**src/rtl/reg_arb_pkg.sv**
```systemverilog
// Shared types and helpers for the register-bank arbiter: state encoding,
// default parameters and a one-hot helper.
package reg_arb_pkg;

   typedef enum logic {
      IDLE  = 1'b0,
      GRANT = 1'b1
   } state_t;

   localparam int DEF_N_REQ = 4;
   localparam int DEF_WIDTH = 8;
   localparam int DEF_DEPTH = 8;
   localparam int DEF_AW    = 3;
   localparam int MAX_REQ   = 8;

   function automatic logic [MAX_REQ-1:0] onehot(input logic [2:0] idx);
      logic [MAX_REQ-1:0] v;
      v      = '0;
      v[idx] = 1'b1;
      return v;
   endfunction

endpackage

```
**src/rtl/rr_pick.sv**
```systemverilog
// Combinational round-robin picker: returns the first set request at or
// after i_ptr, wrapping from N_REQ-1 back to 0.
module rr_pick
   import reg_arb_pkg::*;
#(
   parameter int N_REQ = DEF_N_REQ,
   parameter int IW    = 2
) (
   input  logic [N_REQ-1:0] i_req,
   input  logic [IW-1:0]    i_ptr,
   output logic [IW-1:0]    o_idx,
   output logic             o_valid
);

   always_comb begin
      logic [IW-1:0] j;
      o_valid = 1'b0;
      o_idx   = '0;
      j       = '0;
      // Scan from farthest to nearest so the nearest set bit wins last.
      for (int k = N_REQ - 1; k >= 0; k--) begin
         j = IW'((int'(i_ptr) + k) % N_REQ);
         if (i_req[j]) begin
            o_valid = 1'b1;
            o_idx   = j;
         end
      end
   end

endmodule

```
**src/rtl/reg_bank_arbiter.sv**
```systemverilog
// Round-robin arbiter owning a flip-flop register bank: grant cycle then
// write cycle per request, plus a registered read port.
// Optional burst locking is enabled by defining REG_ARB_LOCK_EN.
module reg_bank_arbiter
   import reg_arb_pkg::*;
#(
   parameter int N_REQ = DEF_N_REQ,
   parameter int WIDTH = DEF_WIDTH,
   parameter int DEPTH = DEF_DEPTH,
   parameter int AW    = DEF_AW
) (
   input  logic                   i_clk,
   input  logic                   i_reset,
   input  logic [N_REQ-1:0]       i_req,
   input  logic [N_REQ*AW-1:0]    i_wr_addr,
   input  logic [N_REQ*WIDTH-1:0] i_wr_data,
`ifdef REG_ARB_LOCK_EN
   input  logic [N_REQ-1:0]       i_lock,
`endif
   output logic [N_REQ-1:0]       o_gnt,
   output logic [N_REQ-1:0]       o_ack,
   output logic                   o_busy,
   input  logic [AW-1:0]          i_rd_addr,
   output logic [WIDTH-1:0]       o_rd_data
);

   localparam int IW = (N_REQ > 1) ? $clog2(N_REQ) : 1;

   state_t           r_state, w_state_nx;
   logic [IW-1:0]    r_w, w_w_nx;
   logic [IW-1:0]    r_rr_ptr, w_ptr_nx, w_ptr_inc;
   logic [N_REQ-1:0] r_gnt, w_gnt_nx, w_ack;
   logic             w_we;
   logic [IW-1:0]    w_pick_idx, w_sel_idx;
   logic             w_pick_valid, w_sel_valid;
   logic [AW-1:0]    w_wr_addr;
   logic [WIDTH-1:0] w_wr_data;
   logic [WIDTH-1:0] r_bank [DEPTH];
   logic [WIDTH-1:0] r_rd_data;

`ifdef REG_ARB_LOCK_EN
   logic             r_lock_on, w_lock_on_nx;
   logic [IW-1:0]    r_lock_idx, w_lock_idx_nx;
`endif

   rr_pick #(
      .N_REQ (N_REQ),
      .IW    (IW)
   ) u_rr_pick (
      .i_req   (i_req),
      .i_ptr   (r_rr_ptr),
      .o_idx   (w_pick_idx),
      .o_valid (w_pick_valid)
   );

   assign w_wr_addr = i_wr_addr[int'(r_w)*AW +: AW];
   assign w_wr_data = i_wr_data[int'(r_w)*WIDTH +: WIDTH];
   assign w_ptr_inc = (r_w == IW'(N_REQ - 1)) ? '0 : r_w + 1'b1;

   always_comb begin
      w_state_nx  = r_state;
      w_w_nx      = r_w;
      w_ptr_nx    = r_rr_ptr;
      w_gnt_nx    = '0;
      w_ack       = '0;
      w_we        = 1'b0;
      w_sel_valid = w_pick_valid;
      w_sel_idx   = w_pick_idx;
`ifdef REG_ARB_LOCK_EN
      w_lock_on_nx  = r_lock_on;
      w_lock_idx_nx = r_lock_idx;
      // A held lock makes its owner the only candidate; dropping req frees it.
      if (r_state == IDLE && r_lock_on) begin
         if (i_req[r_lock_idx]) begin
            w_sel_valid = 1'b1;
            w_sel_idx   = r_lock_idx;
         end else begin
            w_lock_on_nx = 1'b0;
         end
      end
`endif
      case (r_state)
         IDLE: begin
            if (w_sel_valid) begin
               w_state_nx = GRANT;
               w_w_nx     = w_sel_idx;
               w_gnt_nx   = N_REQ'(onehot(3'(w_sel_idx)));
            end
         end
         GRANT: begin
            w_state_nx = IDLE;
            if (i_req[r_w]) begin
               w_ack = N_REQ'(onehot(3'(r_w)));
               w_we  = 1'b1;
`ifdef REG_ARB_LOCK_EN
               w_lock_on_nx  = i_lock[r_w];
               w_lock_idx_nx = r_w;
               w_ptr_nx      = i_lock[r_w] ? r_rr_ptr : w_ptr_inc;
`else
               w_ptr_nx = w_ptr_inc;
`endif
            end
         end
         default: w_state_nx = IDLE;
      endcase
   end

   always_ff @(posedge i_clk) begin
      if (i_reset) begin
         r_state   <= IDLE;
         r_w       <= '0;
         r_rr_ptr  <= '0;
         r_gnt     <= '0;
         r_rd_data <= '0;
         for (int i = 0; i < DEPTH; i++) r_bank[i] <= '0;
`ifdef REG_ARB_LOCK_EN
         r_lock_on  <= 1'b0;
         r_lock_idx <= '0;
`endif
      end else begin
         r_state   <= w_state_nx;
         r_w       <= w_w_nx;
         r_rr_ptr  <= w_ptr_nx;
         r_gnt     <= w_gnt_nx;
         r_rd_data <= r_bank[i_rd_addr];
         if (w_we) r_bank[w_wr_addr] <= w_wr_data;
`ifdef REG_ARB_LOCK_EN
         r_lock_on  <= w_lock_on_nx;
         r_lock_idx <= w_lock_idx_nx;
`endif
      end
   end

   // A reset edge aborts the pending write, so its ack must not be shown.
   assign o_ack     = i_reset ? '0 : w_ack;
   assign o_gnt     = r_gnt;
   assign o_busy    = (r_state == GRANT);
   assign o_rd_data = r_rd_data;

endmodule

```
**config.mk**
```make
export PLATFORM = sky130hd
export DESIGN_NAME = reg_bank_arbiter
export DESIGN_NICKNAME = d
export VERILOG_FILES = /design/src/rtl/reg_arb_pkg.sv /design/src/rtl/rr_pick.sv /design/src/rtl/reg_bank_arbiter.sv
export SDC_FILE = /design/constraint.sdc
export NUM_CORES = 1
export LEC_CHECK = 0
export ABC_AREA = 1
export CAP_MARGIN = 20
export CORE_UTILIZATION = 54
export DETAILED_ROUTE_END_ITERATION = 7
export PLACE_DENSITY = 0.8
export SYNTH_ARGS = -nofsm -noshare
export SYNTH_HDL_FRONTEND = slang
export SYNTH_HIERARCHICAL = 1
export SYNTH_SLANG_ARGS = --single-unit
```
**constraint.sdc**
```tcl
create_clock -name i_clk -period 2.4 [get_ports i_clk]
set_input_delay 0.48 -clock i_clk [delete_from_list [all_inputs] [get_ports i_clk]]
set_output_delay 0.48 -clock i_clk [all_outputs]
set_load 0.02 [all_outputs]
```
### Word level (Yosys, flattened, before mapping)

Memory sizes are Yosys's and may differ from the RTL's. A register that Yosys moved wholly into a read port is not among the register bits.
Cells that the tools add are included.

* $add $sub $neg: 4
* multiply operators: 1
* magnitude comparators: 9
* equality and inequality tests: 1
* shifts and indexed selects: 2
* multiplexer cells: 38
* bitwise operators: 2
* reductions and logical operators: 6

Operators by type and width (number)
* indexed part select 32 x 6 -> 8 bit: 1
* 2-to-1 mux 1 bit: 20
* < comparator 2 x 3 -> 1 bit, second input constant: 5
* 2-to-1 mux 4 bit: 3
* indexed part select 12 x 5 -> 3 bit: 1
* binary-select mux 1 bit (select 2 bit): 5
* 2-to-1 mux 2 bit: 5
* < comparator 2 x 4 -> 1 bit, second input constant: 2
* 2-to-1 mux 8 bit: 1
* OR reduction 8 bit: 1
* adder 2 x 1 -> 2 bit, second input constant: 2
* adder 2 bit, second input constant: 2
* demux 1 bit (select 2 bit): 2
* >= comparator 2 x 1 -> 1 bit, second input constant: 2
* multiplier 2 x 2 -> 4 bit, second input constant: 1
* AND reduction 2 bit: 2
* 2-to-1 mux 3 bit: 1
* OR reduction 3 bit: 1
* == test 2 bit, second input constant: 1
* logical AND 1 bit: 2
* NOT 1 bit: 2
* one-hot mux 1 bit (2 select lines): 1

* register bits after elaboration: 9
* memory bits (writable): 64
* bits of input ports: 53
* memories kept: 1

Memory list
* r_bank: depth 8, bits a word 8, rd ports 1, clocked after Yosys merged registers in 1, write ports 8, line reg_bank_arbiter.sv:38 `logic [WIDTH-1:0] r_bank [DEPTH];`

### Depth between registers and ports, before layout

* depth after elaboration: 11
* mapped depth: 12
* mapped depth without buffers: 11

### Modules after synthesis

The synthesis kept the hierarchy.

Modules (own cells, without submodules)
* reg_bank_arbiter: instances 1, cells each 442, area each 4209.0 um^2, sequential area each 2262.2 um^2
* rr_pick: instances 1, cells each 44, area each 215.2 um^2, sequential area each 0.0 um^2

### Least setup slack after synthesis

OpenSTA, ideal clock, no wires.

* kind: reg2reg
* start point: register r_w[0]
* end point: memory r_bank[2][0] in the netlist's numbering (enable)
* setup time: 0.374 ns
* data arrival time: 1.557 ns
* required time: 2.026 ns
* path slack: 0.469 ns
* stages on the path, launching flop included: 9
* path buffers: 2
* period minus slack after synthesis: 1.931 ns
* path through: dfxtp_1 > buf_6 > inv_6 > buf_6 > nand2_2 > nand3_1 > nand2_2 > nand3_4 > o21ai_1

RTL lines
* from (decl): line reg_bank_arbiter.sv:30 `logic [IW-1:0] r_w, w_w_nx;`
* from (signal assigned): line reg_bank_arbiter.sv:122 `r_w <= w_w_nx;`
* to (decl): line reg_bank_arbiter.sv:38

### Worst setup path after layout

* start point: input port i_req[3]
* end point: output port o_ack[0]

* cells in the longest elaborated chain, start to end: 5

Ends and longest elaborated chain
* from (decl): line reg_bank_arbiter.sv:14 `input logic [N_REQ-1:0] i_req,`
* binary-select mux 1 bit (select 2 bit): line reg_bank_arbiter.sv:92 `if (i_req[r_w]) begin`
* 2-to-1 mux 1 bit (not written as such): line reg_bank_arbiter.sv:92
* 2-to-1 mux 4 bit: line reg_bank_arbiter.sv:92
* 2-to-1 mux 4 bit: line reg_bank_arbiter.sv:82 `case (r_state)`
* 2-to-1 mux 4 bit: line reg_bank_arbiter.sv:135 `assign o_ack = i_reset ? '0 : w_ack;`
* to (decl): line reg_bank_arbiter.sv:21 `output logic [N_REQ-1:0] o_ack,`

Every way passes these cells. The select of a mux whose other input is x is not followed.

==> results.txt <==
Counting the fill cells in the layout gives ~600. The final design instance area without fill came out at 5440 sq um. The analysis attributes to net switching a power of approximately 1300 uW. In this run the tightest slew margin relative to its limit is 0.614. The signal on the critical path passes through clkdlybuf4s50_1 > inv_1 > nand2_1 > nand3_1 > nand2_1 > nand3_2 > nor2_1 > dlygate4sd2_1. Among all stages on the critical path, the largest delay is contributed by clkdlybuf4s50_1. The sequential element share of the synthesized area is 0.511.

The worst vdd rail ir drop came out at approximately 0.00029 V. The via count normalized by instance count came out at 5.39. From left edge to right edge, the die measures slightly above 90 um. The post-CTS setup repair buffer count came out at 0. The total global routing overflow is 0. The slew at the pin closest to its max-slew limit came out at ~580 ps. The synthesized cell area came out at about 4400 sq um. The min-delay analysis places its worst path in the category flop to flop.

The violation count after the first detailed-routing iteration came out at 220. The number of vias in the routed layout came out at roughly 3,600. The critical path contains buffers and inverters numbering 3 combined. The number of nets handed over by synthesis was 543. The count of endpoints failing setup in the final report is 0.

The cell-internal power came out at between 2000 and 2500 uW. The fraction of final layout cells sized beyond drive strength 1 came out at 0.198. At the end of routability-driven placement, the weighted congestion stood at between 0.8 and 0.9.

The post-route setup TNS came out at 0 ps. The routed design has about 10,000 um of wire. The maximum clock frequency is about 440 MHz. The number of iterations in the first detailed-routing pass is 5.

The number of buffers added by the clock tree synthesis step is 9. The most numerous cell type found on the critical path is nand2_1. The power per unit of standard cell area came out at ~670 nW/um^2. The minimum hold slack came out at between 500 and 600 ps. The flip-flop and latch count after synthesis is 81. Across the routed clock network, the largest skew measured is around 15 ps.

The worst-path maximum fanout is 5. The post-detailed-route wirelength per cell came out at between 15 and 20 um. In this design, the largest share of critical-path delay is due to buffers and inverters.

The clock tree root buffer cell is clkbuf_8. The pin count of the biggest net entering global routing came out at 45. The worst setup path is captured at a primary output. The region available for standard cell placement spans about 8000 sq um. The layout-stage area growth over the synthesis result is 22.9%. The number of hold buffers added after cts came out at 0. The number of distinct standard cells referenced by the synthesized netlist came out at 28. The signal arrival time at the worst endpoint is 1780 ps. The number of top-level pins is 70. The fraction of power consumed by combinational cells is 0.289. For this run, the total global-route usage over all layers was measured as 0.257. The number of nets in the final layout came out at roughly 620.

For the worst setup path, the data required time is approximately 1900 ps. The worst setup path is of the input port to primary output kind. The share of total power dissipated in sequential elements is 0.454. The number of sinks handled by clock tree synthesis came out at 81. In this run the number of H-tree levels came out at 3. The post-cts resize count came out at 5. The Yosys step of the flow raised 6 warnings. Across the run, the number of max-cap violations was 0.

Setup repair after global routing left no endpoint under its margin. The number of remaining DRC errors is 0. The number of hold violations in the final report is 0. The largest buffer count on any clock path is 2. After legalization and detailed placement, the total HPWL measured about 7300 um. The placed cell area came out at 5260 sq um. The latest clock arrival within the worst-skew pair came out at around 360 ps.

The mean instance size in the synthesized netlist is 9.10 sq um. The leakage power came out at 0.00207 uW. The number of antenna-violating nets in the routed design came out at 0. The clock tree from TritonCTS is yes. The synthesized instance count is slightly below 500. The antenna diode count is 0. The shortest clock period the worst path allows after layout came out at about 2300 ps.

STA classifies the critical path startpoint as an input port. The overall die area is between 8000 and 9000 sq um. The number of cell rows came out at 32. Of the total power, the share spent switching nets is 0.354. Of the total power, the clock network draws 0.257. The number of global-route vias before repair came out at between 3,000 and 4,000.

The clock-pin slew reported for the worst setup and hold paths after clock tree synthesis came out at roughly 90 ps. The delay of the slowest cell on the worst path came out at ~480 ps. The run finished with clean final reports. The total power came out at 3620 uW. The count of buffers inserted at the top-level ports came out at 69. The number of antenna violations at the first check in global routing is 0. The share of the clock period used by the worst path came out at 0.943. For this configuration, the core starts out at a cell density of 0.567.

The number of max-slew violations in the final report came out at 0. The global-route wire length before repair came out at about 17,000 um. Measured along the y axis, the die boundary spans approximately 93 um.
==> synthesized netlist by cell type <==
master	instances	area (sq um)
nor2_1	83	312
buf_4	1	7.51
nor2_4	1	11.3
nor3_2	29	290
clkbuf_1	13	48.8
inv_1	19	71.3
nor3_1	21	105
nand2_1	89	334
nand3_1	34	170
and2_4	1	8.76
buf_6	9	101
o21ai_1	7	35.0
o211ai_1	8	60.1
o22ai_1	8	50.1
inv_6	1	8.76
nand2_2	20	125
ha_1	4	50.1
dfxtp_1	17	340
nand2_4	1	11.3
inv_4	1	6.26
inv_2	7	26.3
edfxtp_1	64	1920
o21ai_0	33	165
nand3_2	2	20.0
buf_2	3	15.0
a21oi_1	3	15.0
nand3_4	6	105
o21ai_2	1	8.76
==> power by group through the flow <==
stage                     logic (uW)  registers [uW]  clock network [uW]
after floorplan                  692            1680                   0
after global placement          1020            1670                   0
after detailed placement        1050            1680                   0
after CTS                       1050            1640                 945
after global routing            1140            1650                 999
final                           1050            1640                 932
==> placed cells by master (no fill, tap or decap), drive strengths merged <==
cell,count
clkdlybuf4s50,65
dlygate4sd2,1
o22ai,8
clkinvlp,1
and2,1
clkbuf,10
o21ai,41
nand2,110
edfxtp,64
clkdlybuf4s15,2
buf,25
dfxtp,17
nor3,50
nor2,84
ha,4
a21oi,3
inv,32
nand3,42
clkinv,2
o211ai,8
==> worst register-to-register path, cell delays in order, from the launching register on <==
cell and delay, ps:
dfxtp_2 390, inv_6 180, nand2_1 70, nand3_1 80, nand2_1 80, nand3_2 110, buf_4 490, inv_2 130
nand2_2 90, nand2_1 220
==> layer usage <==
metal  share of wire  track usage
met4           0.029        0.107
met1            0.44        0.344
met5               0            0
met2            0.49        0.411
met3           0.044       0.0484
==> final cells by class <==
class                           instances  area [sq um]  area share
Inverter                               28           113      0.0207
Tap cell                              102           128      0.0235
Clock buffer                            9           124      0.0228
Timing Repair Buffer                   94           872       0.160
Multi-Input combinational cell        351          1880       0.345
Clock inverter                          7          58.8      0.0108
Sequential cell                        81          2260       0.416
==> logic make-up after synthesis <==
group / share of synthesized area
and+or+nand+nor: 0.337
DFF: 0.511
AOI/OAI and AO/OA: 0.0755
buffers and inverters: 0.0645
adders and majority gates: 0.0113
==> per-stage QoR <==
step | setup WS, ps | std cells | utilization
floorplan | 469 | 486 | -
global placement | -96.8 | 656 | 0.673
detailed placement | -169 | 656 | 0.673
CTS | 101 | 672 | 0.696
global route | 3.10 | 672 | 0.696
finish | 137 | 672 | 0.696
==> final timing paths <==
path / startpoint / endpoint / slack (ps) / depth (start not counted)
max reg2reg: r_w[0]$_SDFFE_PP0P_ / r_bank[1][6]$_SDFFCE_PN0P_ / 240 / 9
max: i_req[3] / o_ack[0] / 140 / 8
min: r_rr_ptr[1]$_SDFFE_PP0P_ / r_rr_ptr[1]$_SDFFE_PP0P_ / 530 / 2
min reg2reg: r_rr_ptr[1]$_SDFFE_PP0P_ / r_rr_ptr[1]$_SDFFE_PP0P_ / 530 / 2
==> state kept, by name (all words and copies together) (netlist names) <==
register	count
r_w	2
r_rr_ptr	2
o_busy	1
o_gnt	4
o_rd_data	8
r_bank	64
No activity file was read; power rests on OpenSTA's default activity.
==> RTL edit (same flow settings) <==
`DEF_WIDTH`: 8 -> 7.
--- a/src/rtl/reg_arb_pkg.sv
+++ b/src/rtl/reg_arb_pkg.sv
@@ -8,7 +8,7 @@
    } state_t;
 
    localparam int DEF_N_REQ = 4;
-   localparam int DEF_WIDTH = 8;
+   localparam int DEF_WIDTH = 7;
    localparam int DEF_DEPTH = 8;
    localparam int DEF_AW    = 3;
    localparam int MAX_REQ   = 8;
Interface: changed (resized i_wr_data and o_rd_data); port bits go from 70 to 65. The function was not compared with the original's and may differ.
==> RTL edit against the unedited design <==
  * Wire length down 8.6%
  * Sequential power fell by 11%
  * Global-route usage increased by 0.57 points
  * Worst setup slack worse by 40 ps
  * Sequential cell count is 9 lower
  * Die area down 13%
  * Power decreased by 3.6%
  * Clock skew down 8.7 ps
  * Design area decreased by 10%
  * Clock power rose by 19%
  * Synthesized area down 13%
  * Critical endpoint is now o_ack[2]
  * Largest cell class unchanged
  * Highest routed layer unchanged
==> RTL edit: results (changes against the unedited design) <==
Hold Slack - 550 ps (+14.8 ps)
Synth cell types - 27 (-3.6%)
R2R Path End - r_bank[7][3]
Post-Route WL - 9.24 mm (-8.6%)
number of synthesized flops with an enable pin - 56 (-13%)
clk slew on worst S/H paths - 70 ps (-20 ps)
worst endpoint data arrival time - 1820 ps (+40 ps)
r2r setup slk - 320 ps (+80 ps)
Post-synth ARST share - 0% (unchanged)
Post-Place Cell Area - 4660 um2 (-11%)
Syn Nets - 496 (-8.7%)
synth top area cells - edfxtp_1, nand2_1, dfxtp_1
Hold WC Path Type - flop to flop
register area share after synthesis - 52.0% (+0.88 points)
initial antenna violation count - 0 (unchanged)
total track usage - 26.3% (+0.57 points)
fillcell total - 519 (-13%)
port bufs - 64 (-7.2%)
initial DRC count - 314 (+43%)
top cells by count, synth - nand2_1, nor2_1, edfxtp_1, nor3_1
fin nets - 573 (-7.9%)
worst-path maximum fanout - 5 (unchanged)
max FFs per register - 56 (-13%)
vias in the first global route - 3156 (-9.5%)
Peak supply drop - 303 uV (+5.1%)
Synth Warn # - 6 (unchanged)
cells on worst reg2reg path - 9 (unchanged)
hold path start - r_rr_ptr[1]
leak pwr - 0.00193 uW (-7.1%)
H-tree levels - 3 (unchanged)
CTS Buf Count - 9 (unchanged)
share of post-route cells with drive strength above 1 - 14.7% (-5.2 points)
global-route wire length before repair - 14.7 mm (-13%)
most common flop cell mapped by yosys - edfxtp_1
status - complete, no violations
Vias/cell - 5.45 (+1.1%)
Clock Skew - 6.03 ps (-8.65 ps)
critical path's slowest cell - clkdlybuf4s50_1
maximum root-to-sink buffer count - 2 (unchanged)
Clk Latency, worst-skew pair - 340 ps (-20 ps)
Synth-to-Final Area Change - 27.0%
DP HPWL - 6.50 mm (-11%)
largest net degree at the start of global routing - 48 (+6.7%)
DRT Pass-1 Iters - 7 (+2)
CP peak stage delay - 490 ps
hold worst-path end - r_rr_ptr[1]
Slew Limit Headroom - 64.8% (+3.4 points)
Reg-to-Reg Start - r_w[0]
ant diodes - 0 (unchanged)
Final GP Congestion - 0.856 (-2.6%)
RTL edit: layout make-up:
cell class	instances	area share [%]
Sequential cell	72	41.0
Tap cell	96	2.46
Multi-Input combinational cell	322	33.1
Inverter	28	2.20
Timing Repair Buffer	87	16.4
Clock inverter	6	1.79
Clock buffer	10	3.05
RTL edit: worst max-delay path, delay by kind of cell:
family | cells | cell delay, ps
and+or+nand+nor | 5 | 480
buffers and inverters | 3 | 860
RTL edit: kinds of logic after synthesis:
kind of cell,Yosys count,share of synthesized area [%]
AO/OA/AOI/OAI,54,7.80
adder cells (fa/ha/maj),4,1.30
buffers and inverters,49,5.98
flip-flops,72,52.0
AND/OR/NAND/NOR,264,32.9
RTL edit: stage by stage:
step | power [uW] | cells | worst slack [ps]
global placement | 2390 | 605 | -135
detailed placement | 2410 | 605 | -234
finish | 3490 | 621 | 96.9
global route | 3640 | 621 | 3.31
floorplan | 2100 | 443 | 366
CTS | 3490 | 621 | 33.4
RTL edit: where the power goes:
group	total, uW	internal [uW]	switching, uW
sequential	1460	1420	38.8
clock	1110	651	455
combinational	928	318	610
total	3490	2390	1100
RTL edit: worst max-delay path by stage:
stage	cells after the start	from	slack, ps	to
after floorplan	7	r_w[0]	370	r_bank[7][0]
after global placement	8	i_req[1]	-130	o_ack[2]
after detailed placement	8	i_req[0]	-230	o_ack[3]
after CTS	8	i_req[0]	30	o_ack[3]
after global routing	8	i_req[0]	3	o_ack[1]
final	8	i_req[0]	100	o_ack[2]
RTL edit: metal layers:
layer	vias up	wire length, um	track usage [%]
met4	0	271	10.3
met5	-	0	0
met3	31	606	5.24
li1	1659	-	-
met1	1534	3650	31.8
met2	158	4710	46.2
RTL edit: repair_timing:
action,in CTS,in global routing
setup buffers,0,0
endpoints found under the setup margin,4,4
resized for setup,4,6
hold buffers,0,0
